[src/rtl/alul_pipe.sv]
// alul_pipe: two-stage pipelined bitwise logic unit with valid/ready
// handshakes on both sides, an internal accumulator and result flags.
module alul_pipe #(
    parameter int WIDTH = 8,
    parameter int CNT_W = 16
) (
    input  logic             CLK,
    input  logic             RST,
    input  logic             IN_VALID,
    output logic             IN_READY,
    input  logic [WIDTH-1:0] A,
    input  logic [WIDTH-1:0] B,
    input  logic [2:0]       S,
    input  logic             ACC_SEL,
    input  logic             ACC_WR,
    output logic             OUT_VALID,
    input  logic             OUT_READY,
    output logic [WIDTH-1:0] OUT,
    output logic             ZERO,
    output logic             PAR,
    output logic [CNT_W-1:0] OP_COUNT
);

    logic             s1_v_q;
    logic [WIDTH-1:0] s1_a_q;
    logic [WIDTH-1:0] s1_b_q;
    logic [2:0]       s1_s_q;
    logic             s1_sel_q;
    logic             s1_wr_q;

    logic             s2_v_q;
    logic [WIDTH-1:0] out_q;
    logic             zero_q;
    logic             par_q;
    logic [WIDTH-1:0] acc_q;
    logic [CNT_W-1:0] cnt_q;

    logic             s2_free;
    logic             xfer;
    logic             accept;
    logic [WIDTH-1:0] opa;
    logic [WIDTH-1:0] res_d;

    assign s2_free  = !s2_v_q | OUT_READY;
    assign xfer     = s1_v_q & s2_free;
    assign IN_READY = !RST & (!s1_v_q | s2_free);
    assign accept   = IN_VALID & IN_READY;

    // ACC is read here, so a write on the previous transfer is already visible
    assign opa = s1_sel_q ? acc_q : s1_a_q;

    always_comb begin
        res_d = '0;
        unique case (s1_s_q)
            3'd0: res_d = opa & s1_b_q;
            3'd1: res_d = opa | s1_b_q;
            3'd2: res_d = opa ^ s1_b_q;
            3'd3: res_d = ~opa;
            3'd4: res_d = ~(opa & s1_b_q);
            3'd5: res_d = ~(opa | s1_b_q);
            3'd6: res_d = ~(opa ^ s1_b_q);
            3'd7: res_d = s1_b_q;
            default: res_d = '0;
        endcase
    end

    always_ff @(posedge CLK) begin
        if (RST) begin
            s1_v_q   <= 1'b0;
            s1_a_q   <= '0;
            s1_b_q   <= '0;
            s1_s_q   <= '0;
            s1_sel_q <= 1'b0;
            s1_wr_q  <= 1'b0;
        end else if (accept) begin
            s1_v_q   <= 1'b1;
            s1_a_q   <= A;
            s1_b_q   <= B;
            s1_s_q   <= S;
            s1_sel_q <= ACC_SEL;
            s1_wr_q  <= ACC_WR;
        end else if (xfer) begin
            s1_v_q   <= 1'b0;
        end
    end

    // Result registers only load on a transfer, so they hold while stalled
    always_ff @(posedge CLK) begin
        if (RST) begin
            s2_v_q <= 1'b0;
            out_q  <= '0;
            zero_q <= 1'b0;
            par_q  <= 1'b0;
            acc_q  <= '0;
        end else if (xfer) begin
            s2_v_q <= 1'b1;
            out_q  <= res_d;
            zero_q <= (res_d == '0);
            par_q  <= ^res_d;
            if (s1_wr_q) begin
                acc_q <= res_d;
            end
        end else if (OUT_READY) begin
            s2_v_q <= 1'b0;
        end
    end

    always_ff @(posedge CLK) begin
        if (RST) begin
            cnt_q <= '0;
        end else if (s2_v_q && OUT_READY) begin
            cnt_q <= cnt_q + 1'b1;
        end
    end

    assign OUT_VALID = s2_v_q;
    assign OUT       = out_q;
    assign ZERO      = zero_q;
    assign PAR       = par_q;
    assign OP_COUNT  = cnt_q;

endmodule

[config.mk]
export PLATFORM = sky130hd
export DESIGN_NAME = alul_pipe
export DESIGN_NICKNAME = d
export VERILOG_FILES = /design/src/rtl/alul_pipe.sv
export SDC_FILE = /design/constraint.sdc
export NUM_CORES = 1
export LEC_CHECK = 0
export BUFFER_PORTS_ARGS = -buffer_cell sky130_fd_sc_hd__buf_2
export CAP_MARGIN = 20
export CELL_PAD_IN_SITES_DETAIL_PLACEMENT = 1
export CELL_PAD_IN_SITES_GLOBAL_PLACEMENT = 1
export CORE_MARGIN = 2
export CORE_UTILIZATION = 46
export DETAILED_ROUTE_END_ITERATION = 8
export GPL_ROUTABILITY_DRIVEN = 0
export PLACE_DENSITY = 0.88
export REMOVE_ABC_BUFFERS = 1
export SETUP_SLACK_MARGIN = 0.02
export SLEW_MARGIN = 20
export SYNTH_ARGS = -nofsm -noshare
export SYNTH_HDL_FRONTEND = slang
export SYNTH_SLANG_ARGS = --single-unit
[constraint.sdc]
create_clock -name CLK -period 4.3 [get_ports CLK]
set_clock_uncertainty 0.05 [all_clocks]
set_input_delay 0.86 -clock CLK [delete_from_list [all_inputs] [get_ports CLK]]
set_output_delay 0.86 -clock CLK [all_outputs]
set_load 0.01 [all_outputs]
==> results.cfg, run 1 <==
[run_status]
run_status = finished clean

[setup_path]
critical_path.startpoint_type = flop
regToRegStartpoint = s1_sel_q$_SDFFE_PP0P_
worstPathRequired_ps = 4500
cp_max_fo = 9
worst_r2r_path_depth = 10
critical_path_class = reg2reg
critPathArrivalTime_ps = 3420
critPathLaunch = s1_sel_q$_SDFFE_PP0P_
critical_path.endpoint_type = flop

[clock_tree]
cts-root-buf = sky130_fd_sc_hd__clkbuf_8
cts_max_level = 3
clock_insertion_delay_at_the_later_pin_of_the_skew_report_ps = 340
post-cts-setup-buffer-count = 0
clock_sink_count = 57
clock_tree.buffer_depth = 2
cts.hold.buffers_added = 0
cts_tree = done
clk_pin_slew_worst_paths_ps = 70
cts-buffers-inserted = 9
post_cts.resized_instances = 0

[floorplanning]
placeable_area_um2 = 6870
fp.dieW_um = 88.7
num_rows = 30
die-height_um = 88.7
floorplan.die_area_um2 = 7860
initial_core_util_pct = 48.0
design.portCount = 53

[sta]
period_minus_slack_ps = 3220
timing.final.crit_share_pct = 74.9
fin_tns_setup_ps = 0
worst_slew_margin_rel_pct = 39.7
hold_vio_cnt_final = 0
fmax_mhz = 310
rsz0062_at_grt = no
report.final.slew_viol_count = 0
setup_violations = 0
tightestPinTransition_ps = 904

[power_and_ir_drop]
cell_internal_power_dissipation_uw = 932
ir_worst_vdd_mv = 0.193
netSwitchingFraction_pct = 28.9
powerDensity_nw_per_um2 = 348
p_comb_share_pct = 18.2
power.clock.fraction_pct = 37.1
seq_power_share_pct = 44.7
leakagePower_uw = 0.00156
p_sw_uw = 379

[placed_design]
postPlaceCellArea_um2 = 3570
place.detailed.hpwl_um = 5970
port_buffers = 52
dp_cells = 507

[drt]
drt_drc_violations_left = 0
met3_wirelength_um = 296
drt_wl_total_um = 8550
first_iter_violations = 118
drt-met1-wl_um = 3700
met2_length_um = 4380
routed_via_density = 5.53
first_pass_detailed_route_iteration_total = 4
highest_layer = met4
detail_route.wl_per_cell_um = 16.3
route.vias.total = 2892
postRouteAntennaNets = 0

[logic_synthesis]
netlist_area_before_placement_um2 = 3300
synth-seq-area-share_pct = 34.6
ys_top_cells_by_area = sky130_fd_sc_hd__dfxtp_1 35%, sky130_fd_sc_hd__ha_1 8.0%, sky130_fd_sc_hd__nand2_1 4.4%
cell_taking_the_most_area_after_synthesis = sky130_fd_sc_hd__dfxtp_1
postSynthRegisterBits = 57
number_of_different_library_cells_in_the_post_synthesis_netlist = 55
synth_flop_cell = sky130_fd_sc_hd__dfxtp_1
avgSynthCellArea_um2 = 8.73
post_synth_inst_count = 378
synth-async-reset-ratio_pct = 0
yosysWarningCount = 0
number_of_synthesized_flops_with_an_enable_pin = 0
synth_top_area_share_pct = 34.6

[global_routing]
wire_length_of_the_first_global_routing_pass_um = 14100
grt.total_usage_pct = 23.4
largest_net_degree_at_the_start_of_global_routing = 42
antenna_found_initial = 0
number_of_global_route_vias_before_repair = 2910
globalRouteOverflowTotal = 0

[finish]
post_layout_nonfiller_instances = 523
final_util_pct = 54.8
flow.area_growth_from_synthesis_pct = 14.1
n_fill_cell = 832
drive_above_1_share_pct = 23.2
antennaDiodeCount = 0
layout.nets = 468
layout.cell_area.non_filler_um2 = 3760

[hold_path]
hold-path-cell-count = 2
holdCritStartpoint = OUT[7]$_SDFFE_PP0P_
timing.hold.worst.class = reg2reg

[run]
cap_violations = 0
[area by class of cell]
type	instances	area [µm²]	share of cell area, %
Multi-Input combinational cell	276	1940	51.6
Sequential cell	57	1140	30.3
Timing Repair Buffer	55	283	7.51
Clock buffer	14	183	4.85
Tap cell	96	120	3.19
Inverter	23	86.3	2.29
Clock inverter	2	10.0	0.266
[power groups by stage]
stage	Sequential (µW)	Combinational, µW	Clock (µW)
3_3_place_gp	596	219	0
4_1_cts	586	240	495
5_1_grt	591	268	518
6_report	587	238	486
3_5_place_dp	598	234	0
2_1_floorplan	592	159	0
[synthesized netlist by cell type, types with 3 or more instances]
master                      n
sky130_fd_sc_hd__dfxtp_1   57
sky130_fd_sc_hd__nand2_1   39
sky130_fd_sc_hd__nor2_1    33
sky130_fd_sc_hd__inv_1     22
sky130_fd_sc_hd__ha_1      21
sky130_fd_sc_hd__a21oi_1   17
sky130_fd_sc_hd__nand2b_1  17
sky130_fd_sc_hd__xnor2_1   15
sky130_fd_sc_hd__mux2_2    12
sky130_fd_sc_hd__o31ai_1   12
sky130_fd_sc_hd__o21ai_0   11
sky130_fd_sc_hd__o21ai_1   11
sky130_fd_sc_hd__buf_2      8
sky130_fd_sc_hd__mux2i_1    8
sky130_fd_sc_hd__a211oi_1   7
sky130_fd_sc_hd__nor2b_1    7
sky130_fd_sc_hd__clkbuf_1   5
sky130_fd_sc_hd__nand3_1    5
sky130_fd_sc_hd__buf_4      4
sky130_fd_sc_hd__nor3_1     4
sky130_fd_sc_hd__o211ai_1   4
sky130_fd_sc_hd__o311ai_0   4
sky130_fd_sc_hd__or3_1      4
sky130_fd_sc_hd__a211o_1    3
sky130_fd_sc_hd__buf_6      3
sky130_fd_sc_hd__nand3b_1   3
[final timing paths]
kind	end	slack (ps)
worst min-delay path	OUT[7]$_SDFFE_PP0P_	410
worst min register to register	OUT[7]$_SDFFE_PP0P_	410
worst max-delay path	PAR$_SDFFE_PP0P_	1080
worst max register to register	PAR$_SDFFE_PP0P_	1080
[kinds of logic (layout without fill, tap and decap cells)]
logic type,Yosys count,in the layout,share of synthesized area [%]
AND/OR/NAND/NOR,129,129,20.5
flip-flops,57,57,34.6
AO/OA/AOI/OAI,88,88,18.8
buffers and inverters,45,94,6.56
adder cells (fa/ha/maj),21,21,7.97
multiplexers,22,22,7.32
XOR/XNOR,16,16,4.25
[worst max-delay path, stage by stage (launching register included)]
cell and delay, ps:
sky130_fd_sc_hd__dfxtp_1 670, sky130_fd_sc_hd__mux2_2 430, sky130_fd_sc_hd__inv_1 60, sky130_fd_sc_hd__ha_1 220, sky130_fd_sc_hd__mux2i_1 170, sky130_fd_sc_hd__mux2_2 370
sky130_fd_sc_hd__nor3_2 310, sky130_fd_sc_hd__ha_1 300, sky130_fd_sc_hd__xnor2_1 210, sky130_fd_sc_hd__xnor2_1 80, sky130_fd_sc_hd__a211oi_1 250
[layer usage]
layer | GRT usage (%) | up-vias
met1 | 28.6 | 1406
met5 | 0 | -
met3 | 5.04 | 18
li1 | - | 1416
met2 | 40.5 | 52
met4 | 8.13 | 0
[placed cells by master, fill, tap and decap left out, drive strengths merged, types with 3 or more instances in the layout]
cell and instances:
clkbuf 14, a21oi 17, inv 23, buf 55
o31ai 12, nor2 34, mux2 14, a211o 3
nand2 39, a211oi 9, nor3 5, nand3 7
o21ai 22, mux2i 8, dfxtp 57, nand2b 17
xnor2 15, or2 3, o211ai 4, or3 4
nand3b 3, nor4 4, o311ai 4, ha 21
nor2b 7, nand4 3
[through the flow]
step,total power [µW],hold WS [ps],worst slack (ps)
5_1_grt,1380,430,817
4_1_cts,1320,414,1060
3_3_place_gp,815,388,1290
6_report,1310,406,1080
3_5_place_dp,832,397,1090
2_1_floorplan,751,389,1560
[state kept, by name, indices dropped and copies added, names as in the netlist, 3 cells and up]
signal and count:
s1_a_q 8, OP_COUNT 16, s1_b_q 8, s1_s_q 3
OUT 8, acc_q 8
(Power assumes the default switching activity.)
==> run 2: changes to the inputs <==
Settings changed: CORE_UTILIZATION 46 to 38, PLACE_DENSITY 0.88 to 0.78.
Clock period 4.3 ns to 2.7 ns, I/O delays scaled along.
==> run 2 against run 1 <==
Against the previous run: the flow now finishes with violations (negative setup slack); critical path type unchanged; first-iteration DRC count fell by 33%; highest routed layer unchanged; cell count is 7.3% higher; largest power group unchanged; non-clock buffer count rose by 29; clock power increased by 65%.
==> results.cfg, run 2 (same netlist as run 1, synthesis figures left out) <==
[clock_tree]
clock_tree.buffer_depth = 2
cts_max_level = 3
cts-buffers-inserted = 9
clock_insertion_delay_at_the_later_pin_of_the_skew_report_ps = 340
cts-root-buf = sky130_fd_sc_hd__clkbuf_8
clk_pin_slew_worst_paths_ps = 60
cts_tree = done
clock_sink_count = 57

[global_routing]
antenna_found_initial = 0
grt.total_usage_pct = 19.4
globalRouteOverflowTotal = 0
number_of_global_route_vias_before_repair = 3052
wire_length_of_the_first_global_routing_pass_um = 14900
largest_net_degree_at_the_start_of_global_routing = 31

[setup_path]
worst_r2r_path_depth = 11
critical_path.endpoint_type = flop
critical_path_class = reg2reg
critical_path_cell_count = 11
worstPathRequired_ps = 2910
cell_class_contributing_the_biggest_share_of_worst_path_delay = compound AO/OA/AOI/OAI gates
critical_path.max_stage_delay_ps = 370
worst_path_max_delay_cell = sky130_fd_sc_hd__dfxtp_4
cp_num_buf_inv = 2
critical_path.startpoint_type = flop
cp_max_fo = 6
critPathArrivalTime_ps = 2920
critical_path.cell_chain = buf_12, mux2i_4, inv_1, ha_1, mux2_2, o2bb2ai_2, o31ai_4, ha_4, xnor2_2, xnor2_1, a211oi_1

[sta]
fmax_mhz = 368
hold_vio_cnt_final = 0
setup_violations = 1
fin_tns_setup_ps = -15.0
report.final.slew_viol_count = 0
timing.final.crit_share_pct = 101
post-route-worst-setup-slack_ps = -15.0
tightestPinTransition_ps = 583
rsz0062_at_grt = yes
worst_slew_margin_rel_pct = 60.6
period_minus_slack_ps = 2710

[floorplanning]
design.portCount = 53
num_rows = 33
placeable_area_um2 = 8300
die-height_um = 97.2
floorplan.die_area_um2 = 9440
initial_core_util_pct = 39.7
fp.dieW_um = 97.2

[finish]
drive_above_1_share_pct = 33.8
antennaDiodeCount = 0
largest_register_ff_count = 16
flow.area_growth_from_synthesis_pct = 30.3
layout_commonest_cell = sky130_fd_sc_hd__dfxtp_1
most-common-layout-cells = 55 x sky130_fd_sc_hd__dfxtp_1, 52 x sky130_fd_sc_hd__buf_2, 39 x sky130_fd_sc_hd__nand2_1
layout.nets = 497
n_fill_cell = 983
layout.cell_area.non_filler_um2 = 4300

[drt]
drt_drc_violations_left = 0
detail_route.wl_per_cell_um = 17.8
first_iter_violations = 79
postRouteAntennaNets = 0
drt_wl_total_um = 9970
drt-met1-wl_um = 4270
met2_length_um = 5230
first_pass_detailed_route_iteration_total = 6
route.vias.total = 3013
met3_wirelength_um = 253
highest_layer = met4
routed_via_density = 5.37

[power_and_ir_drop]
powerDensity_nw_per_um2 = 539
total_power_uw = 2320
ir_worst_vdd_mv = 0.287
leakagePower_uw = 0.00177

[placed_design]
place.detailed.hpwl_um = 6400
postPlaceCellArea_um2 = 3780
port_buffers = 52
dpl_worst_slack_ps = -153

[hold_path]
timing.hold.worst.class = in2reg
hold-path-cell-count = 3

[run]
cap_violations = 0

[run_status]
failed_checks = negative setup slack
run_status = complete, but fails checks
## run 2: worst paths after layout
| kind | start | endpoint | slack (ps) |
|---|---|---|---|
| setup / recovery | s1_sel_q$_SDFFE_PP0P_ | PAR$_SDFFE_PP0P_ | -10 |
| hold / removal | B[3] | s1_b_q[3]$_SDFFE_PP0P_ | 340 |
| setup reg to reg | s1_sel_q$_SDFFE_PP0P_ | PAR$_SDFFE_PP0P_ | -10 |
| hold reg to reg | OUT[3]$_SDFFE_PP0P_ | OUT[3]$_SDFFE_PP0P_ | 400 |
## run 2: stage by stage
stage | utilization (%) | instances | hold slack, ps
2_1_floorplan | - | 356 | 389
3_3_place_gp | 45.5 | 539 | 388
3_5_place_dp | 45.5 | 539 | 397
4_1_cts | 49.0 | 560 | 336
5_1_grt | 51.8 | 561 | 343
6_report | 51.8 | 561 | 339
## run 2: repair_timing
item                                    4_1_cts  5_1_grt
hold buffers                                  0        0
gates resized for setup                      17       33
endpoints found under the setup margin        1        3
pin swaps                                    13       17
buffers inserted                              5        1
## run 2: layout make-up
cell class	count	area, µm²	area share (%)
Clock buffer	13	149	3.47
Sequential cell	57	1150	26.7
Timing Repair Buffer	84	529	12.3
Tap cell	105	131	3.06
Inverter	23	86.3	2.01
Multi-Input combinational cell	276	2210	51.5
Clock inverter	3	40.0	0.932
## run 2: where the power goes
part,switching [µW],total (µW),internal (µW)
sequential,38.3,919,880
clock,351,800,449
combinational,293,598,305
total,683,2320,1630
## run 2: tightest hold or removal path: cells and delay by family
family                 cells  cell delay, ps
AO/OA/AOI/OAI              1              50
buffers and inverters      1              80
AND/OR/NAND/NOR            1              40
## run 2: routing by layer
| layer | track usage (%) | vias up |
|---|---|---|
| met3 | 2.95 | 21 |
| met2 | 33.9 | 46 |
| li1 | - | 1468 |
| met1 | 24.0 | 1478 |
| met5 | 0 | - |
| met4 | 7.48 | 0 |
